--- src/rtl/uart_rx_deserializer.sv ---
// uart_rx_deserializer
// Receive-side serial PHY for the peripheral UART. It feeds the RX FIFO write port.
// The block synchronises rxd and checks each start bit at mid-bit. It then samples
// DATA_BITS data bits LSB-first and checks 1 or 2 stop bits. Each good byte is
// presented on a valid/ready handshake.
//
// Ports:
//   clock     system clock
//   reset     asynchronous, active-low reset
//   rxd       serial line, idle high, asynchronous to clock
//   div       bit period = div+1 clocks (values below 3 act as 3)
//   rxen      receiver enable; 0 aborts any frame in progress without error
//   nstop     0: one stop bit, 1: two stop bits
//   rx_data   received byte, stable while rx_valid=1
//   rx_valid  byte available
//   rx_ready  consumer accepts the byte
//   frame_err one-cycle pulse: a stop bit was sampled 0
//   overrun   one-cycle pulse: a byte completed while the previous one was unread
//   busy      FSM not in Idle
//   state_db  encoded FSM state (0 Idle, 1 Start, 2 Data, 3 Stop1, 4 Stop2, 5 Break)
//
// Handshake: a byte transfers on every clock edge where rx_valid & rx_ready = 1.
// rx_valid never drops without that transfer. rx_data does not change while
// rx_valid=1, except when a new byte loads on the same edge as a transfer.
//
// Build option: define UART_RX_MAJORITY_VOTE_EN to sample each bit as the
// majority of the last three synchronised line values. With it undefined, the raw
// synchronised value is used.
module uart_rx_deserializer #(
  parameter int DATA_BITS   = 8,
  parameter int SYNC_STAGES = 2
) (
  input  logic                 clock,
  input  logic                 reset,
  input  logic                 rxd,
  input  logic [15:0]          div,
  input  logic                 rxen,
  input  logic                 nstop,
  output logic [DATA_BITS-1:0] rx_data,
  output logic                 rx_valid,
  input  logic                 rx_ready,
  output logic                 frame_err,
  output logic                 overrun,
  output logic                 busy,
  output logic [2:0]           state_db
);

  localparam int IDX_W = (DATA_BITS > 1) ? $clog2(DATA_BITS) : 1;

  typedef enum logic [2:0] {
    S_IDLE  = 3'd0,
    S_START = 3'd1,
    S_DATA  = 3'd2,
    S_STOP1 = 3'd3,
    S_STOP2 = 3'd4,
    S_BREAK = 3'd5
  } state_t;

  state_t               state, state_nx;
  logic [SYNC_STAGES-1:0] sync_q;
  logic                 rx_s;
  logic                 rx_bit;
  logic [15:0]          d_eff;
  logic [15:0]          half_d;
  logic [15:0]          cnt;
  logic                 cnt_clr;
  logic [IDX_W-1:0]     bit_idx;
  logic [DATA_BITS-1:0] shreg;
  logic                 emit_q;
  logic                 shift_en;
  logic                 idx_clr;
  logic                 accept;
  logic                 ferr_nx;

  // The synchroniser resets to 1s, so the line looks idle coming out of reset.
  always_ff @(posedge clock or negedge reset) begin
    if (!reset) begin
      sync_q <= '1;
    end else begin
      sync_q <= {sync_q[SYNC_STAGES-2:0], rxd};
    end
  end

  assign rx_s = sync_q[SYNC_STAGES-1];

`ifdef UART_RX_MAJORITY_VOTE_EN
  // The two older line values plus the current rx_s form a three-value window.
  // A lone one-cycle glitch at a sample point is outvoted.
  logic [1:0] hist_q;

  always_ff @(posedge clock or negedge reset) begin
    if (!reset) begin
      hist_q <= 2'b11;
    end else begin
      hist_q <= {hist_q[0], rx_s};
    end
  end

  assign rx_bit = (rx_s & hist_q[0]) | (rx_s & hist_q[1]) | (hist_q[0] & hist_q[1]);
`else
  assign rx_bit = rx_s;
`endif

  assign d_eff  = (div < 16'd3) ? 16'd3 : div;
  assign half_d = {1'b0, d_eff[15:1]};

  always_comb begin
    state_nx = state;
    shift_en = 1'b0;
    idx_clr  = 1'b0;
    accept   = 1'b0;
    ferr_nx  = 1'b0;
    case (state)
      S_IDLE: begin
        // The start edge uses raw rx_s even when voting is enabled.
        if (!rx_s) state_nx = S_START;
      end
      S_START: begin
        if (cnt == half_d) begin
          if (!rx_bit) begin
            state_nx = S_DATA;
            idx_clr  = 1'b1;
          end else begin
            state_nx = S_IDLE;
          end
        end
      end
      S_DATA: begin
        if (cnt == d_eff) begin
          shift_en = 1'b1;
          if (bit_idx == IDX_W'(DATA_BITS - 1)) state_nx = S_STOP1;
        end
      end
      S_STOP1: begin
        if (cnt == d_eff) begin
          if (!rx_bit) begin
            ferr_nx  = 1'b1;
            state_nx = S_BREAK;
          end else if (nstop) begin
            state_nx = S_STOP2;
          end else begin
            accept   = 1'b1;
            state_nx = S_IDLE;
          end
        end
      end
      S_STOP2: begin
        if (cnt == d_eff) begin
          if (!rx_bit) begin
            ferr_nx  = 1'b1;
            state_nx = S_BREAK;
          end else begin
            accept   = 1'b1;
            state_nx = S_IDLE;
          end
        end
      end
      S_BREAK: begin
        // A line held low must return high before the next start is allowed.
        if (rx_s) state_nx = S_IDLE;
      end
      default: state_nx = S_IDLE;
    endcase
    // A disabled receiver drops any partial frame without reporting an error.
    if (!rxen) begin
      state_nx = S_IDLE;
      shift_en = 1'b0;
      idx_clr  = 1'b0;
      accept   = 1'b0;
      ferr_nx  = 1'b0;
    end
  end

  // Each data sample also restarts the count, so every bit lasts D+1 cycles.
  assign cnt_clr = (state_nx != state) || shift_en;

  always_ff @(posedge clock or negedge reset) begin
    if (!reset) begin
      state     <= S_IDLE;
      cnt       <= '0;
      bit_idx   <= '0;
      shreg     <= '1;
      emit_q    <= 1'b0;
      rx_data   <= '0;
      rx_valid  <= 1'b0;
      frame_err <= 1'b0;
      overrun   <= 1'b0;
    end else begin
      state     <= state_nx;
      cnt       <= cnt_clr ? 16'd0 : cnt + 16'd1;
      if (idx_clr) begin
        bit_idx <= '0;
      end else if (shift_en) begin
        bit_idx <= bit_idx + 1'b1;
      end
      if (shift_en) shreg <= {rx_bit, shreg[DATA_BITS-1:1]};
      // The emit happens one cycle after the accepting stop sample.
      emit_q    <= accept;
      frame_err <= ferr_nx;
      overrun   <= emit_q & rx_valid & ~rx_ready;
      if (emit_q && (!rx_valid || rx_ready)) begin
        rx_data  <= shreg;
        rx_valid <= 1'b1;
      end else if (rx_valid && rx_ready) begin
        rx_valid <= 1'b0;
      end
    end
  end

  assign busy     = (state != S_IDLE);
  assign state_db = state;

endmodule

--- config.mk ---
export PLATFORM = sky130hd
export DESIGN_NAME = uart_rx_deserializer
export DESIGN_NICKNAME = d
export VERILOG_FILES = /design/src/rtl/uart_rx_deserializer.sv
export SDC_FILE = /design/constraint.sdc
export NUM_CORES = 1
export LEC_CHECK = 0
export BUFFER_PORTS_ARGS = -buffer_cell sky130_fd_sc_hd__buf_2
export CORE_MARGIN = 1.5
export CORE_UTILIZATION = 50
export DETAILED_ROUTE_END_ITERATION = 8
export PLACE_DENSITY = 0.71
export SYNTH_ARGS = -nofsm -noshare
export SYNTH_HDL_FRONTEND = slang
export SYNTH_SLANG_ARGS = --single-unit
--- constraint.sdc ---
create_clock -name clock -period 4.6 [get_ports clock]
set_clock_uncertainty 0.2 [all_clocks]
set_input_delay 0.23 -clock clock [delete_from_list [all_inputs] [get_ports clock]]
set_output_delay 0.23 -clock clock [all_outputs]
set_load 0.05 [all_outputs]
* Word-level counts from Yosys, hierarchy flattened *
Cells that the tools add are included.

storage, ports and cells
  register bits = 44
  output and inout bits = 15
  logic and storage cells = 71

cells by class
  add/sub/neg operators = 2
  order comparisons = 1
  equal/unequal tests = 9
  mux-type cells = 36
  bitwise operators = 3
  reductions and logical operators = 10

operator list
  kind                     count
  $mux W3                  13
  $mux W16                 2
  $mux W1                  18
  $pmux W3 S6              1
  $add A16 B1 Y16 const B  1
  $eq A16 B15 Y1           1
  $eq A16 B16 Y1           1
  $lt A16 B2 Y1 const B    1
  $eq A3 B3 Y1 const B     3
  $eq A3 B2 Y1 const B     2
  $reduce_bool A2 Y1       2
  $add A3 B1 Y3 const B    1
  $eq A3 B1 Y1 const B     1
  $logic_not A3 Y1         1
  $ne A3 B3 Y1             1
  $reduce_bool A3 Y1       1
  $and A1 B1 Y1            2
  $logic_and A1 B1 Y1      2
  $logic_or A1 B1 Y1       2
  $mux W2                  1
  $pmux W1 S2              1
  $reduce_or A2 Y1         1
  $logic_not A1 Y1         1
  $not A1 Y1               1

* Logic depth before layout (Yosys ltp) *
  word-level depth = 9
  mapped depth = 9

* Least setup slack after synthesis *
No wires, ideal clock.

  path type = reg-to-reg
  start point = register cnt[6]
  end point = register shreg[4]
  setup time = 0.082 ns
  arrival time = 2.231 ns
  setup slack = 2.087 ns
  stages on the path, launching flop included = 9
  path buffers = 2
  clock period less this slack = 2.513 ns
  path through = dfrtp_1 -> buf_4 -> xor2_1 -> nor4_1 -> nand4_1 -> or3_4 -> nor4_2 -> buf_4 -> mux2_2

between the ends
  word-level cells in the longest chain between the ends = 4

ends and longest elaborated chain
  element                 line  RTL
  start, declared         65    logic [15:0] cnt;
  start signal, assigned  190   cnt <= cnt_clr ? 16'd0 : cnt + 16'd1;
  $eq A16 B16 Y1          129   if (cnt == d_eff) begin
  $mux W1                 129
  $mux W1                 113   case (state)
  $mux W1                 165   if (!rxen) begin
  end signal, assigned    196   if (shift_en) shreg <= {rx_bit, shreg[DATA_BITS-1:1]};
  end, declared           68    logic [DATA_BITS-1:0] shreg;

Every way passes these cells.
A chain may end at the register's enable or synchronous reset.

* Worst setup path after layout *
  start point = register cnt[6]
  end point = register cnt[2]

between the ends
  word-level cells in the longest chain between the ends = 7

ends and longest elaborated chain
  element                                                  line  RTL
  $eq A16 B16 Y1 / $eq A16 B15 Y1 (equally long branches)  --
  $mux W3 (on tied branches)                               --
  $pmux W3 S6                                              113
  $mux W3                                                  165
  $ne A3 B3 Y1                                             175   assign cnt_clr = (state_nx != state) || shift_en;
  $logic_or A1 B1 Y1 (*)                                   175
  $mux W16 (*)                                             190

Every way passes the cells marked *; elsewhere a longest branch is shown, timed or not.

==> results.toml <==
[clock_tree]
clk_path_buf_depth = 2
cts_setup_buffers = 0
clkTransAtPathRegs_ps = 80
root_buffer = "clkbuf_8"
cts_inserted_buffers = 5
insertion_delay_ps = 290
cts-htree-levels = 2
clock_sinks = 44
cts_resized = 0
cts_tree = "done"
postCtsHoldBufs = 2

[floorplan]
dieArea_um2 = 5330
rows = 25
die_w_um = 73.0
fp.coreArea_um2 = 4720
initial_core_util_pct = 51.9
pin_count = 37
die_y_um = 73.0

[timing]
setup_viol = 0
period_minus_slack_ps = 2770
relSlewSlack_pct = 36.4
finalHoldViolations = 0
tightestPinTransition_ps = 954
tns_ps = 0
rsz0062_at_grt = "false"
finalMaxSlewViolations = 0
fin_crit_sh_pct = 60.3
fmaxAchievable_ghz = 0.360

[global_routing]
grt_max_degree = 45
grt_pass1_wl_um = 7830
grt_antenna_before_repair = 0
grtUsageTotal_pct = 19.5
grt_pass1_vias = 1705
overflow = 0

[synthesis]
synth_edf_count = 0
synth-seq-cells = 44
synth_compound_area_share_pct = 6.94
synthCells = 236
syn-cell-area_um2 = 2450
synth_top_area_share_pct = 34.7
synthAdderAreaFrac_pct = 1.53
syn_area_per_cell_um2 = 10.4
synth-simple-area-share_pct = 17.4
synth.area.mux_share_pct = 8.57
ys.flop_type = "dfrtp_1"
synth_xor_area_share_pct = 16.8
async_flop_share_pct = 100
synth_area_leaders = "dfrtp_1 35%, xor2_1 14%, dfstp_2 11%"
yosysSeqAreaShare_pct = 45.4
synth.most_common_cell = "xor2_1"
yosys.area.top_type = "dfrtp_1"
ys_top_cells_by_count = "38 x xor2_1, 34 x dfrtp_1, 32 x nor2_1"
yosysUniqueCellTypes = 43
synth_top_family_by_area = "simple AND/OR/NAND/NOR gates"
syn_nets = 261
yosys_warnings = 0

[placed_design]
io_buffers = 36
gp_congestion = 0.938
dp_cells = 328
hpwl_um = 3560

[status]
status = "complete, no violations"

[routing]
drt-pass1-iter-count = 4
drtIter0Drc = 153
drc = 0
wl_per_cell_um = 14.3
via_per_inst = 5.36
routed_wl_um = 4830
num_vias = 1812
ant_nets = 0

[final_layout]
nNetsFinal = 295
multiInputGateArea_um2 = 1260
antenna_cells = 0
drive_gt1_share_pct = 25.1
area.growth.synth_to_final_pct = 14.2
fill_cells = 419
regArea_um2 = 1110
stdcell_count = 338

[critical_path]
slowest_delay_ps = 490
cp_max_fo = 16
timing_worst_setup_path_type = "reg2reg"
end_kind = "flop"
crit-reg2reg-launch = "cnt[6]"
worst_ep_arrival_time_ps = 2740
reg2reg_slack_ps = 1830
critical_path.slowest_cell = "dfrtp_1"
critPathRequiredTime_ps = 4560
startpoint = "cnt[6]"
critPathLaunchType = "flop"
cp_cell_sequence = "xor2_1 > nor4_1 > nand4_1 > or3_4 > o221a_1 > o221ai_4 > nor2_1"

[worst_hold_path]
hp-class = "in2reg"
hp-start = "rx_ready"

[power_and_ir_drop]
powerDensity_nw_per_um2 = 308
leakage_uw = 0.00135
ir_drop_mv = 0.177

[run]
cap_violations = 0
==> metal layers <==
metal / vias to the layer above / GRT usage (%) / wire length (um)
li1: 888 / - / -
met1: 855 / 26.4 / 2280
met2: 56 / 30.1 / 2210
met3: 13 / 4.28 / 217
met4: 0 / 8.39 / 121
met5: - / 0 / 0
==> cells by family (layout without fill, tap and decap cells) <==
group | after synthesis | in the layout
AO/OA/AOI/OAI | 20 | 20
XOR/XNOR | 47 | 47
adder cells (fa/ha/maj) | 3 | 3
buffers and inverters | 17 | 52
flip-flops | 44 | 44
multiplexers | 19 | 19
AND/OR/NAND/NOR | 86 | 86
==> stage by stage <==
stage | setup slack [ps] | area, um2 | total power [uW] | util, % | hold slack, ps
finish | 1830 | 2800 | 863 | 59.3 | 11.1
global route | 1700 | 2800 | 903 | 59.3 | 18.8
CTS | 1820 | 2800 | 868 | 59.3 | 1.84
detailed placement | 1750 | 2660 | 557 | 56.3 | 137
global placement | 1810 | 2660 | 555 | 56.3 | 136
floorplan | 2090 | 2450 | 518 | - | -266
==> cell type report <==
class                   count  share of cell area (%)
multi-input cells         175                    44.8
clock buffers               6                    2.95
well taps                  67                    2.99
inverters                   5                   0.670
repair buffers             39                    7.41
clock inverters             2                    1.38
flip-flops and latches     44                    39.7
==> critical path, delay by kind of cell, from the launching register on <==
family | cells | cell delay, ps
AND/OR/NAND/NOR | 4 | 1110
AO/OA/AOI/OAI | 2 | 660
flip-flops | 1 | 490
XOR/XNOR | 1 | 180
==> flip-flops by register name, indices dropped and copies added, names as in the netlist <==
register / flops
bit_idx: 3
cnt: 16
emit_q: 1
shreg: 8
rx_data: 8
frame_err: 1
sync_q: 2
state_db: 3
rx_valid: 1
overrun: 1
==> path summary, 6_finish.rpt <==
path                            depth (start not counted)     endpoint
worst max-delay path                                    7       cnt[2]
min in group asynchronous                               2   rx_data[1]
max in group asynchronous                               2  state_db[2]
worst min register to register                          0    sync_q[1]
worst max register to register                          7       cnt[2]
worst min-delay path                                    3      overrun
==> where the power goes <==
group	total, uW	internal (uW)	switching [uW]
clock network	310	178	132
logic	119	49.0	69.9
registers	434	401	33.0
total	863	628	235
==> layout by cell type, fill, tap and decap left out, types with 4 or more instances in the layout <==
cell	count
and3_1	6
buf_2	36
clkbuf_8	6
dfrtp_1	34
dfstp_2	10
inv_1	5
mux2_1	6
mux2_2	10
nand2_1	11
nand3_1	12
nor2_1	32
nor3_1	4
nor4_1	9
xnor2_1	9
xor2_1	38
Note: power is estimated with default switching activity, not from simulation.
